===== src/rtl/daq_pkg.sv =====
// Shared types and constants for the multi-channel DAQ capture master.
package daq_pkg;

  typedef enum logic [1:0] {
    ST_IDLE = 2'd0,
    ST_ARB  = 2'd1,
    ST_BUS  = 2'd2
  } state_t;

  localparam logic [2:0] CTI_CLASSIC = 3'b000;
  localparam logic [1:0] BTE_LINEAR  = 2'b00;
  localparam logic [3:0] SEL_ALL     = 4'hF;

  // Width of an index able to address n items (at least one bit).
  function automatic int unsigned idx_w(input int unsigned n);
    return (n > 1) ? $clog2(n) : 1;
  endfunction

endpackage


===== src/rtl/daq_capture_mc_if.sv =====
// Wishbone classic master bundle used by the DAQ capture master.
interface daq_capture_mc_if #(
  parameter int unsigned AW = 32
) ();

  logic [AW-1:0] adr_o;
  logic [31:0]   dat_o;
  logic [31:0]   dat_i;
  logic [3:0]    sel_o;
  logic          we_o;
  logic          cyc_o;
  logic          stb_o;
  logic [2:0]    cti_o;
  logic [1:0]    bte_o;
  logic          ack_i;
  logic          err_i;
  logic          rty_i;

  modport master (
    output adr_o, dat_o, sel_o, we_o, cyc_o, stb_o, cti_o, bte_o,
    input  dat_i, ack_i, err_i, rty_i
  );

  modport slave (
    input  adr_o, dat_o, sel_o, we_o, cyc_o, stb_o, cti_o, bte_o,
    output dat_i, ack_i, err_i, rty_i
  );

endinterface


===== src/rtl/daq_rr_arbiter.sv =====
// Combinational round-robin pick: first requesting channel at or after ptr.
module daq_rr_arbiter
  import daq_pkg::*;
#(
  parameter int unsigned NUM_CH = 4,
  parameter int unsigned CW     = idx_w(NUM_CH)
) (
  input  logic [NUM_CH-1:0] req,
  input  logic [CW-1:0]     ptr,
  output logic [NUM_CH-1:0] gnt,
  output logic [CW-1:0]     gnt_idx
);

  // Scan channels starting from the pointer, wrapping modulo NUM_CH.
  always_comb begin
    logic        found;
    int unsigned k;
    gnt     = '0;
    gnt_idx = '0;
    found   = 1'b0;
    k       = 0;
    for (int unsigned i = 0; i < NUM_CH; i++) begin
      k = (32'(ptr) + i) % NUM_CH;
      if (!found && req[k]) begin
        found   = 1'b1;
        gnt[k]  = 1'b1;
        gnt_idx = CW'(k);
      end
    end
  end

endmodule


===== src/rtl/daq_capture_mc.sv =====
// Multi-channel DAQ capture: per-channel holding registers drained round-robin
// as single Wishbone classic writes into per-channel RAM buffers.
module daq_capture_mc
  import daq_pkg::*;
#(
  parameter int unsigned   NUM_CH    = 4,
  parameter int unsigned   SAMPLE_W  = 16,
  parameter int unsigned   DEPTH     = 1024,
  parameter int unsigned   AW        = 32,
  parameter logic [AW-1:0] BASE_ADDR = '0
) (
  input  logic                         wb_clk,
  input  logic                         wb_rst_n,
  input  logic                         start,
  input  logic                         stop,
  input  logic                         circular,
  input  logic [NUM_CH-1:0]            ch_enable,
  input  logic [NUM_CH-1:0]            smp_valid,
  input  logic [NUM_CH*SAMPLE_W-1:0]   smp_data,
  daq_capture_mc_if.master             wb_m,
  output logic                         active,
  output logic                         done,
  output logic                         error,
  output logic [NUM_CH-1:0]            overrun,
  output logic [NUM_CH-1:0]            wrapped
);

  localparam int unsigned CW = idx_w(NUM_CH);
  localparam int unsigned XW = $clog2(DEPTH) + 1;

  state_t              state_q, state_d;
  logic [CW-1:0]       ptr_q, cur_q, issue_ch, gnt_idx;
  logic                retry_q, stop_q, circ_q;
  logic [NUM_CH-1:0]   en_q, full_q, cmpl, req, gnt, capture, freed;
  logic [SAMPLE_W-1:0] hold_q [NUM_CH];
  logic [XW-1:0]       idx_q  [NUM_CH];
  logic                gnt_any, all_done;
  logic                start_acc, issue, take, to_idle, set_done, set_err, retry_set;

  // Per-channel status: completion, pending requests, accepted samples, freed holds.
  always_comb begin
    cmpl    = '0;
    capture = '0;
    freed   = '0;
    for (int c = 0; c < NUM_CH; c++) begin
      cmpl[c]    = !circ_q && (idx_q[c] == XW'(DEPTH));
      capture[c] = (state_q != ST_IDLE) && en_q[c] && !cmpl[c] && smp_valid[c];
      freed[c]   = take && (cur_q == CW'(c));
    end
    req      = full_q & en_q & ~cmpl;
    all_done = ((en_q & ~cmpl) == '0);
  end

  daq_rr_arbiter #(.NUM_CH(NUM_CH), .CW(CW)) u_arb (
    .req     (req),
    .ptr     (ptr_q),
    .gnt     (gnt),
    .gnt_idx (gnt_idx)
  );

  assign gnt_any = |gnt;

  // FSM state register.
  always_ff @(posedge wb_clk or negedge wb_rst_n) begin
    if (!wb_rst_n) state_q <= ST_IDLE;
    else           state_q <= state_d;
  end

  // FSM next state and control strobes.
  always_comb begin
    state_d   = state_q;
    start_acc = 1'b0;
    issue     = 1'b0;
    issue_ch  = cur_q;
    take      = 1'b0;
    to_idle   = 1'b0;
    set_done  = 1'b0;
    set_err   = 1'b0;
    retry_set = 1'b0;
    case (state_q)
      ST_IDLE: begin
        if (start) begin
          start_acc = 1'b1;
          state_d   = ST_ARB;
        end
      end
      ST_ARB: begin
        if (stop || (!retry_q && all_done)) begin
          to_idle  = 1'b1;
          set_done = 1'b1;
        end else if (retry_q) begin
          issue   = 1'b1;
          state_d = ST_BUS;
        end else if (gnt_any) begin
          issue    = 1'b1;
          issue_ch = gnt_idx;
          state_d  = ST_BUS;
        end
      end
      ST_BUS: begin
        if (wb_m.ack_i) begin
          take = 1'b1;
          if (stop || stop_q) begin
            to_idle  = 1'b1;
            set_done = 1'b1;
          end else begin
            state_d = ST_ARB;
          end
        end else if (wb_m.err_i) begin
          to_idle = 1'b1;
          set_err = 1'b1;
        end else if (wb_m.rty_i) begin
          if (stop || stop_q) begin
            to_idle  = 1'b1;
            set_done = 1'b1;
          end else begin
            retry_set = 1'b1;
            state_d   = ST_ARB;
          end
        end
      end
      default: state_d = ST_IDLE;
    endcase
    if (to_idle) state_d = ST_IDLE;
  end

  // Registered Wishbone outputs; held stable for the whole transfer.
  always_ff @(posedge wb_clk or negedge wb_rst_n) begin
    if (!wb_rst_n) begin
      wb_m.adr_o <= '0;
      wb_m.dat_o <= '0;
      wb_m.sel_o <= '0;
      wb_m.we_o  <= 1'b0;
      wb_m.cyc_o <= 1'b0;
      wb_m.stb_o <= 1'b0;
      wb_m.cti_o <= '0;
      wb_m.bte_o <= '0;
    end else if (issue) begin
      wb_m.adr_o <= BASE_ADDR +
                    ((AW'(issue_ch) * AW'(DEPTH) + AW'(idx_q[issue_ch])) << 2);
      wb_m.dat_o <= 32'(hold_q[issue_ch]);
      wb_m.sel_o <= SEL_ALL;
      wb_m.we_o  <= 1'b1;
      wb_m.cyc_o <= 1'b1;
      wb_m.stb_o <= 1'b1;
      wb_m.cti_o <= CTI_CLASSIC;
      wb_m.bte_o <= BTE_LINEAR;
    end else if ((state_q == ST_BUS) && (wb_m.ack_i || wb_m.err_i || wb_m.rty_i)) begin
      wb_m.cyc_o <= 1'b0;
      wb_m.stb_o <= 1'b0;
    end
  end

  // Capture configuration, arbiter pointer, retry/stop bookkeeping and status.
  always_ff @(posedge wb_clk or negedge wb_rst_n) begin
    if (!wb_rst_n) begin
      ptr_q   <= '0;
      cur_q   <= '0;
      retry_q <= 1'b0;
      stop_q  <= 1'b0;
      circ_q  <= 1'b0;
      en_q    <= '0;
      active  <= 1'b0;
      done    <= 1'b0;
      error   <= 1'b0;
    end else begin
      if (issue) cur_q <= issue_ch;
      if (take)  ptr_q <= (cur_q == CW'(NUM_CH - 1)) ? '0 : cur_q + CW'(1);
      if (retry_set)            retry_q <= 1'b1;
      else if (issue || to_idle) retry_q <= 1'b0;
      if (start_acc || to_idle)            stop_q <= 1'b0;
      else if ((state_q == ST_BUS) && stop) stop_q <= 1'b1;
      if (start_acc) begin
        circ_q <= circular;
        en_q   <= ch_enable;
        active <= 1'b1;
        done   <= 1'b0;
        error  <= 1'b0;
      end
      if (to_idle) begin
        active <= 1'b0;
        if (set_done) done  <= 1'b1;
        if (set_err)  error <= 1'b1;
      end
    end
  end

  // Per-channel holding registers, sample indices and sticky flags.
  always_ff @(posedge wb_clk or negedge wb_rst_n) begin
    if (!wb_rst_n) begin
      full_q  <= '0;
      overrun <= '0;
      wrapped <= '0;
      for (int c = 0; c < NUM_CH; c++) begin
        hold_q[c] <= '0;
        idx_q[c]  <= '0;
      end
    end else if (start_acc) begin
      full_q  <= '0;
      overrun <= '0;
      wrapped <= '0;
      for (int c = 0; c < NUM_CH; c++) idx_q[c] <= '0;
    end else begin
      for (int c = 0; c < NUM_CH; c++) begin
        if (freed[c]) begin
          full_q[c] <= 1'b0;
          if (circ_q && (idx_q[c] == XW'(DEPTH - 1))) begin
            idx_q[c]   <= '0;
            wrapped[c] <= 1'b1;
          end else begin
            idx_q[c] <= idx_q[c] + XW'(1);
          end
        end
        if (capture[c]) begin
          if (!full_q[c] || freed[c]) begin
            hold_q[c] <= smp_data[c*SAMPLE_W +: SAMPLE_W];
            full_q[c] <= 1'b1;
          end else begin
            overrun[c] <= 1'b1;
          end
        end
      end
      if (to_idle) full_q <= '0;
    end
  end

endmodule


===== src/flat_wrapper.sv =====
// flat-port wrapper written by rule: the top's interface ports become plain ports
module daq_capture_mc_flat import daq_pkg::*;
#(
  parameter int unsigned   NUM_CH    = 4,
  parameter int unsigned   SAMPLE_W  = 16,
  parameter int unsigned   DEPTH     = 1024,
  parameter int unsigned   AW        = 32,
  parameter logic [AW-1:0] BASE_ADDR = '0
)
  (wb_clk, wb_rst_n, start, stop, circular, ch_enable, smp_valid, smp_data, active, done, error, overrun, wrapped, wb_m_adr_o, wb_m_dat_o, wb_m_sel_o, wb_m_we_o, wb_m_cyc_o, wb_m_stb_o, wb_m_cti_o, wb_m_bte_o, wb_m_dat_i, wb_m_ack_i, wb_m_err_i, wb_m_rty_i);
  daq_capture_mc_if #(.AW(AW)) wb_m_i ();
  input  logic wb_clk;
  input  logic wb_rst_n;
  input  logic start;
  input  logic stop;
  input  logic circular;
  input  logic [NUM_CH-1:0] ch_enable;
  input  logic [NUM_CH-1:0] smp_valid;
  input  logic [NUM_CH*SAMPLE_W-1:0] smp_data;
  output logic active;
  output logic done;
  output logic error;
  output logic [NUM_CH-1:0] overrun;
  output logic [NUM_CH-1:0] wrapped;
  output wire logic [$bits(wb_m_i.adr_o)-1:0] wb_m_adr_o;
  output wire logic [$bits(wb_m_i.dat_o)-1:0] wb_m_dat_o;
  output wire logic [$bits(wb_m_i.sel_o)-1:0] wb_m_sel_o;
  output wire logic [$bits(wb_m_i.we_o)-1:0] wb_m_we_o;
  output wire logic [$bits(wb_m_i.cyc_o)-1:0] wb_m_cyc_o;
  output wire logic [$bits(wb_m_i.stb_o)-1:0] wb_m_stb_o;
  output wire logic [$bits(wb_m_i.cti_o)-1:0] wb_m_cti_o;
  output wire logic [$bits(wb_m_i.bte_o)-1:0] wb_m_bte_o;
  input wire logic [$bits(wb_m_i.dat_i)-1:0] wb_m_dat_i;
  input wire logic [$bits(wb_m_i.ack_i)-1:0] wb_m_ack_i;
  input wire logic [$bits(wb_m_i.err_i)-1:0] wb_m_err_i;
  input wire logic [$bits(wb_m_i.rty_i)-1:0] wb_m_rty_i;
  assign wb_m_adr_o = wb_m_i.adr_o;
  assign wb_m_dat_o = wb_m_i.dat_o;
  assign wb_m_sel_o = wb_m_i.sel_o;
  assign wb_m_we_o = wb_m_i.we_o;
  assign wb_m_cyc_o = wb_m_i.cyc_o;
  assign wb_m_stb_o = wb_m_i.stb_o;
  assign wb_m_cti_o = wb_m_i.cti_o;
  assign wb_m_bte_o = wb_m_i.bte_o;
  assign wb_m_i.dat_i = wb_m_dat_i;
  assign wb_m_i.ack_i = wb_m_ack_i;
  assign wb_m_i.err_i = wb_m_err_i;
  assign wb_m_i.rty_i = wb_m_rty_i;
  daq_capture_mc #(.NUM_CH(NUM_CH), .SAMPLE_W(SAMPLE_W), .DEPTH(DEPTH), .AW(AW), .BASE_ADDR(BASE_ADDR)) u_core (.wb_clk(wb_clk), .wb_rst_n(wb_rst_n), .start(start), .stop(stop), .circular(circular), .ch_enable(ch_enable), .smp_valid(smp_valid), .smp_data(smp_data), .wb_m(wb_m_i), .active(active), .done(done), .error(error), .overrun(overrun), .wrapped(wrapped));
endmodule

===== config.mk =====
export PLATFORM = sky130hd
export DESIGN_NAME = daq_capture_mc_flat
export DESIGN_NICKNAME = d
export VERILOG_FILES = /design/src/rtl/daq_pkg.sv /design/src/rtl/daq_capture_mc_if.sv /design/src/rtl/daq_rr_arbiter.sv /design/src/rtl/daq_capture_mc.sv /design/src/flat_wrapper.sv
export SDC_FILE = /design/constraint.sdc
export NUM_CORES = 1
export LEC_CHECK = 0
export BUFFER_PORTS_ARGS = -buffer_cell sky130_fd_sc_hd__buf_2
export CORE_UTILIZATION = 45
export CTS_CLUSTER_DIAMETER = 40
export CTS_CLUSTER_SIZE = 20
export DETAILED_ROUTE_END_ITERATION = 10
export PLACE_DENSITY_LB_ADDON = 0.3
export SLEW_MARGIN = 40
export SYNTH_ARGS = -nofsm -noshare
export SYNTH_HDL_FRONTEND = slang
export SYNTH_SLANG_ARGS = --single-unit

===== constraint.sdc =====
create_clock -name wb_clk -period 10 [get_ports wb_clk]
set_input_delay 0.5 -clock wb_clk [delete_from_list [all_inputs] [get_ports wb_clk]]
set_output_delay 0.5 -clock wb_clk [all_outputs]
set_load 0.05 [all_outputs]

Yosys cells after proc, flatten, opt, wreduce, memory -nomap -nowiden
Index checks and enable logic that the tools add are counted.
Storage, ports and cells
  flip-flop bits (word level): 185
  bits of input ports: 112
  word-level logic and storage cells: 300
Operators by class
  reductions and logical operators: 91
  add/subtract/negate cells: 9
  $lt $le $gt $ge: 9
  bitwise logic cells: 9
  equal/unequal tests: 22
  mux-type cells: 128
Operator list (number)
  two-way mux 11 bit: 10
  two-way mux 1 bit: 76
  adder 11 x 1 -> 11 bit (second input constant): 4
  == test 11 x 10 -> 1 bit (second input constant): 4
  == test 11 bit (second input constant): 4
  two-way mux 44 bit: 1
  two-way mux 2 bit: 18
  logical AND 1 bit: 34
  nonzero test 2 bit: 17
  binary-select mux 16 bit (select 2 bit): 1
  two-way mux 16 bit: 2
  two-way mux 4 bit: 8
  binary-select mux 11 bit (select 2 bit): 1
  AND reduction 2 bit: 8
  adder 12 x 11 -> 13 bit: 1
  zero test 1 bit: 13
  AND 4 bit: 3
  < comparator 2 x 3 -> 1 bit (second input constant): 4
  OR 4 bit: 3
  AND reduction 3 bit: 4
  logical OR 1 bit: 10
  binary-select mux 1 bit (select 2 bit): 4
  demux 1 bit (select 2 bit): 4
  >= comparator 2 x 1 -> 1 bit (second input constant): 4
  other kinds (18): 30

Longest topological paths before layout
  word-level depth: 26
  mapped depth: 19

By module
A second synthesis with hierarchy kept.
Second synthesis, totals
  cell total of the unflattened synthesis: 816
  area total of the unflattened synthesis: 8933.6 um^2
By module, submodules not included
  daq_capture_mc: area an instance 8514.4 um^2, sequential area each 4179.0 um^2, instances 1, cells each 770
  daq_rr_arbiter: area an instance 419.2 um^2, sequential area each 0.0 um^2, instances 1, cells each 46

Least setup slack after synthesis
No wires, ideal clock.
  path kind: reg2reg
  from: register u_core.ptr_q[0]
  to: register u_core.wb_m.adr_o[13]
  library setup time: 0.118 ns
  data arrival time: 4.021 ns
  stages on the path, launching flop included: 18
  path slack: 5.862 ns
  required time: 9.882 ns
  period minus slack after synthesis: 4.138 ns
  path through: dfrtp_1 -> clkbuf_1 -> inv_1 -> ha_1 -> clkbuf_1 -> mux4_2 -> o221a_1 -> or3_1 -> buf_2 -> a22o_1 -> buf_2 -> buf_4 -> mux2i_1 -> mux2i_1 -> ha_1 -> ha_1 -> nand2_1 -> nand2_1
Between the ends
  longest elaborated chain between the ends: 22
Ends and longest elaborated chain
  start: declaration: RTL line daq_capture_mc.sv:32  | logic [CW-1:0] ptr_q, cur_q, issue_ch, gnt_idx;
  start signal: assignment: RTL line daq_capture_mc.sv:168  | if (take) ptr_q <= (cur_q == CW'(NUM_CH - 1)) ? '0 : cur_q + CW'(1);
  parallel branches: the longest is 22 deep, another holds < comparator 2 x 3 -> 1 bit
  end signal: assignment: RTL line daq_capture_mc.sv:139  | wb_m.adr_o <= BASE_ADDR +
  end: declaration: RTL line daq_capture_mc_if.sv:20  | output adr_o, dat_o, sel_o, we_o, cyc_o, stb_o, cti_o, bte_o,
Parallel ways; which one is timed is not known. The select of a mux whose other input is x is not followed.
A chain may end at the register's enable or synchronous reset.

Worst setup path after layout
  from: register u_core.circ_q
  to: register u_core.wb_m.dat_o[5]
Between the ends
  longest elaborated chain between the ends: 25
Ends and longest elaborated chain
  start: declaration: RTL line daq_capture_mc.sv:33  | logic retry_q, stop_q, circ_q;
  start signal: assignment: RTL line daq_capture_mc.sv:174  | circ_q <= circular;
  zero test 1 bit (*): RTL line daq_capture_mc.sv:46  | cmpl[c] = !circ_q && (idx_q[c] == XW'(DEPTH));
  logical AND 1 bit: RTL line daq_capture_mc.sv:46
  inverter 4 bit (*): RTL line daq_capture_mc.sv:50, daq_capture_mc.sv:51
  AND 4 bit: RTL line daq_capture_mc.sv:50  | req = full_q & en_q & ~cmpl;
  binary-select mux 1 bit (select 2 bit): RTL line daq_rr_arbiter.sv:24  | if (!found && req[k]) begin
  two-way mux 1 bit (not written as such): RTL line daq_rr_arbiter.sv:24
  two-way mux 1 bit: RTL line daq_rr_arbiter.sv:24
  zero test 1 bit: RTL line daq_rr_arbiter.sv:24
  [8 not listed]
  OR reduction 4 bit: RTL line daq_capture_mc.sv:61  | assign gnt_any = |gnt;
  two-way mux 2 bit: RTL line daq_capture_mc.sv:94  | end else if (gnt_any) begin
  two-way mux 2 bit: RTL line daq_capture_mc.sv:91  | end else if (retry_q) begin
  two-way mux 2 bit: RTL line daq_capture_mc.sv:88  | if (stop || (!retry_q && all_done)) begin
  two-way mux 2 bit: RTL line daq_capture_mc.sv:80  | case (state_q)
  inverter 2 -> 3 bit (not written as such): RTL line daq_capture_mc.sv:141  | wb_m.dat_o <= 32'(hold_q[issue_ch]);
  binary-select mux 16 bit (select 2 bit): RTL line daq_capture_mc.sv:141
  two-way mux 16 bit (not written as such) (2 in a row): RTL line daq_capture_mc.sv:141
  end signal: assignment: RTL line daq_capture_mc.sv:141
  end: declaration: RTL line daq_capture_mc_if.sv:20
Every way passes the cells marked *; elsewhere a longest branch is shown, timed or not. The select of a mux whose other input is x is not followed.

==> flow_summary.ini <==
[finish]
fillers = 1812
layout-drive-gt1-share_pct = 26.4
area_growth_pct = 14.3
fin_nets = 1128

[floorplanning]
io_pins = 199
core_area_sq_um = 19600
dieArea_sq_um = 20600
die_w_microns = 144
placementRows = 51
initial_core_util_pct = 46.1
dieHeight_microns = 144

[setup_path]
crit_fanout = 33
rr_worst_depth = 10
crit_path_start_kind = flip-flop
r2r_slack_ns = 5.14
r2r_start = u_core.circ_q$_DFFE_PN0P_
reg2reg_to = u_core.wb_m.dat_o[5]$_DFFE_PN0P_
crit_arrival_ns = 5.14
crit_type = flip-flop to flip-flop
required_ns = 10.28
worst_setup_path_end_kind = flip-flop

[sta]
tns_ns = 0
setup_viol = 0
skew_ns = 0.0116
slew_headroom_pct = 42.4
min_period_ns = 4.86
worst_slew_pin_slew_ns = 0.862
rsz0062_at_grt = false
clock.fmax_mhz = 206
period_share_pct = 48.6
layout_setup_ws_ns = 5.14
maxSlewViolCount = 0
hold_ws_ns = -0.00197
finalHoldViolCount = 2

[clock_tree]
postCtsSetupRepairBufs = 0
h-tree-depth = 4
cts_resized = 0
hold_buffers = 0
root_buffer = clkbuf_16
clockBufferDepth = 2
clkLatencyLatePin_ns = 0.43
cts-buffers-inserted = 17
cts_sinks = 167
cts.clk_slew.worst_paths_ns = 0.07
cts_tree = yes

[pwr]
powerDensity_nw_per_um2 = 299
p_leak_nw = 4.67
max-vdd-ir-drop_mv = 0.147

[routing]
drt-initial-drc-count = 560
via_per_inst = 5.61
vias = 7135
wl_per_cell_microns = 18.0
drc = 0
drt-pass1-iter-count = 5
drt_wl_total_microns = 22900
detail-route-antenna-nets = 0

[placement]
place_ws_ns = 5.06
io_buffer_count = 126
gp_congestion = 0.889
hpwl_microns = 16200

[flow_run]
maxCapViolCount = 0

[grt]
grt_pass1_wl_microns = 36300
gr-total-overflow = 0
grt_max_degree = 73
antenna_found_initial = 5
grt_use_total_pct = 23.1
grt_pass1_vias = 6824

[yosys]
yosysTopAreaCellShare_pct = 46.3
syn_avg_cell_area_sq_um = 10.2
ys_ff_latch = 167
yosys_warnings = 0
syn_area_sq_um = 9030
synth_ff_type = dfrtp_1
synth.area.top_cells = dfrtp_1 (46%), mux2_2 (8.1%), buf_4 (4.0%)
synth-edff-count = 0
async_flop_share_pct = 100
ys_seq_area_share_pct = 46.3
synth_top_cell_by_area = dfrtp_1
postSynthCellCount = 887
synth.distinct_cells = 59

[hold_path]
min_path_type = primary input to asynchronous set/reset pin

[run_status]
violations = negative hold slack
status = finished with violations
[cells in the mapped netlist, types with 4 or more instances]
library cell,number
a21oi_1,19
nor2_1,80
a2111oi_0,26
buf_4,48
dfrtp_1,167
or3_1,7
a31oi_1,9
o31ai_1,7
nand2b_1,5
a22o_1,4
ha_1,23
inv_1,50
xor2_1,8
mux2i_1,33
and3_1,13
nand3_1,19
nor3_1,15
clkbuf_1,31
nor2b_1,4
a221oi_1,26
nor3b_1,7
buf_2,7
nor4_1,6
a211oi_1,28
nand2_1,71
o21ai_0,41
xnor2_1,5
mux2_2,65
a31o_2,11
a311oi_1,5
o41ai_1,4
[how the worst max path moves through the flow]
stage	start	end	cells after the start
floorplan	u_core.ptr_q[0]$_DFFE_PN0P_	u_core.wb_m.adr_o[13]$_DFFE_PN0P_	17
global placement	u_core.idx_q[11]$_DFFE_PN0P_	u_core.wb_m.dat_o[5]$_DFFE_PN0P_	12
detailed placement	u_core.idx_q[11]$_DFFE_PN0P_	u_core.wb_m.dat_o[5]$_DFFE_PN0P_	12
CTS	u_core.idx_q[11]$_DFFE_PN0P_	u_core.wb_m.dat_o[5]$_DFFE_PN0P_	12
global route	u_core.circ_q$_DFFE_PN0P_	u_core.wb_m.dat_o[5]$_DFFE_PN0P_	10
finish	u_core.circ_q$_DFFE_PN0P_	u_core.wb_m.dat_o[5]$_DFFE_PN0P_	10
[placed cells by master, fill, tap and decap left out, types with 3 or more instances in the layout]
master,instances
xor2_1,8
a31oi_1,9
clkbuf_16,17
nand2b_1,5
inv_8,4
dfrtp_1,167
nor2b_1,4
a211oi_1,28
a221oi_1,26
ha_1,23
inv_1,50
a31o_2,11
nand3_1,19
mux2i_1,32
nor3_1,15
nor3b_1,7
o31ai_1,7
nor2_1,78
nand2_2,3
conb_1,40
nand2_1,68
a22o_1,3
a2111oi_0,25
a21oi_1,19
or3_1,7
nor4_1,6
buf_2,125
buf_4,10
and3_1,13
mux2_2,65
a311oi_1,5
o21ai_0,41
inv_6,6
o41ai_1,3
xnor2_1,5
[registers in the layout (all words and copies together), names as in the netlist, 2 cells and up]
signal,flops
u_core.state_q,2
u_core.cur_q,2
u_core.full_q,4
u_core.en_q,4
u_core.wb_m.adr_o,13
u_core.wb_m.dat_o,16
u_core.overrun,4
u_core.idx_q,44
u_core.ptr_q,2
u_core.wrapped,4
u_core.hold_q,64
[worst max-delay path: stages (launching register included)]
cell	delay, ns
dfrtp_1	0.59
nor4b_1	0.63
a31oi_1	0.21
mux4_2	0.55
o221a_1	0.33
or3_1	0.35
buf_4	0.24
a22o_2	0.48
buf_4	0.38
a2111oi_0	0.79
a211oi_1	0.10
[through the flow]
stage / cell area, sq um / util [%] / total power, mW / std cells / hold slack (ns)
2_1_floorplan: 9170 / - / 2.11 / 926 / 0.204
3_3_place_gp: 9700 / 49.5 / 2.41 / 1239 / 0.459
3_5_place_dp: 9710 / 49.6 / 2.44 / 1239 / 0.461
4_1_cts: 10300 / 52.6 / 3.10 / 1270 / 0.0188
5_1_grt: 10300 / 52.7 / 3.28 / 1271 / 0.0269
6_report: 10300 / 52.7 / 3.09 / 1272 / -0.00197
[layer usage]
metal,up-vias,track usage [%],share of wire (%),routed length [microns]
met5,-,0,0.10,23
met4,4,6.77,1.5,346
met3,29,7.23,7.1,1620
met2,240,36.2,46,10600
met1,3505,30.5,45,10300
li1,3357,-,-,-
[cell families (layout without fill, tap and decap cells)]
group / Yosys count / in the layout / synth area share (%)
AOI/OAI and AO/OA: 196 / 196 / 16.0
adders and majority gates: 23 / 23 / 3.19
other: 1 / 42 / 0.0415
muxes: 100 / 100 / 12.3
xor gates and xnor gates: 13 / 13 / 1.26
DFF: 167 / 167 / 46.3
and+or+nand+nor: 246 / 246 / 12.9
buffers and inverters: 141 / 220 / 8.04
[power by group]
| group | switching [mW] | leakage (nW) | internal [mW] |
|---|---|---|---|
| Sequential | 0.157 | 2.11 | 0.916 |
| Clock | 0.307 | 0.286 | 0.355 |
| Combinational | 0.902 | 2.27 | 0.452 |
[final cells by class]
class / count / area, sq um / area share, %
Inverter: 52 / 195 / 1.89
Clock buffer: 17 / 425 / 4.12
Timing Repair Buffer: 137 / 723 / 7.01
Sequential cell: 167 / 4180 / 40.5
Antenna cell: 2 / 5.00 / 0.0485
Tap cell: 265 / 332 / 3.21
Multi-Input combinational cell: 618 / 4310 / 41.7
Clock inverter: 14 / 156 / 1.52
Note: power is estimated with default switching activity, not from simulation.
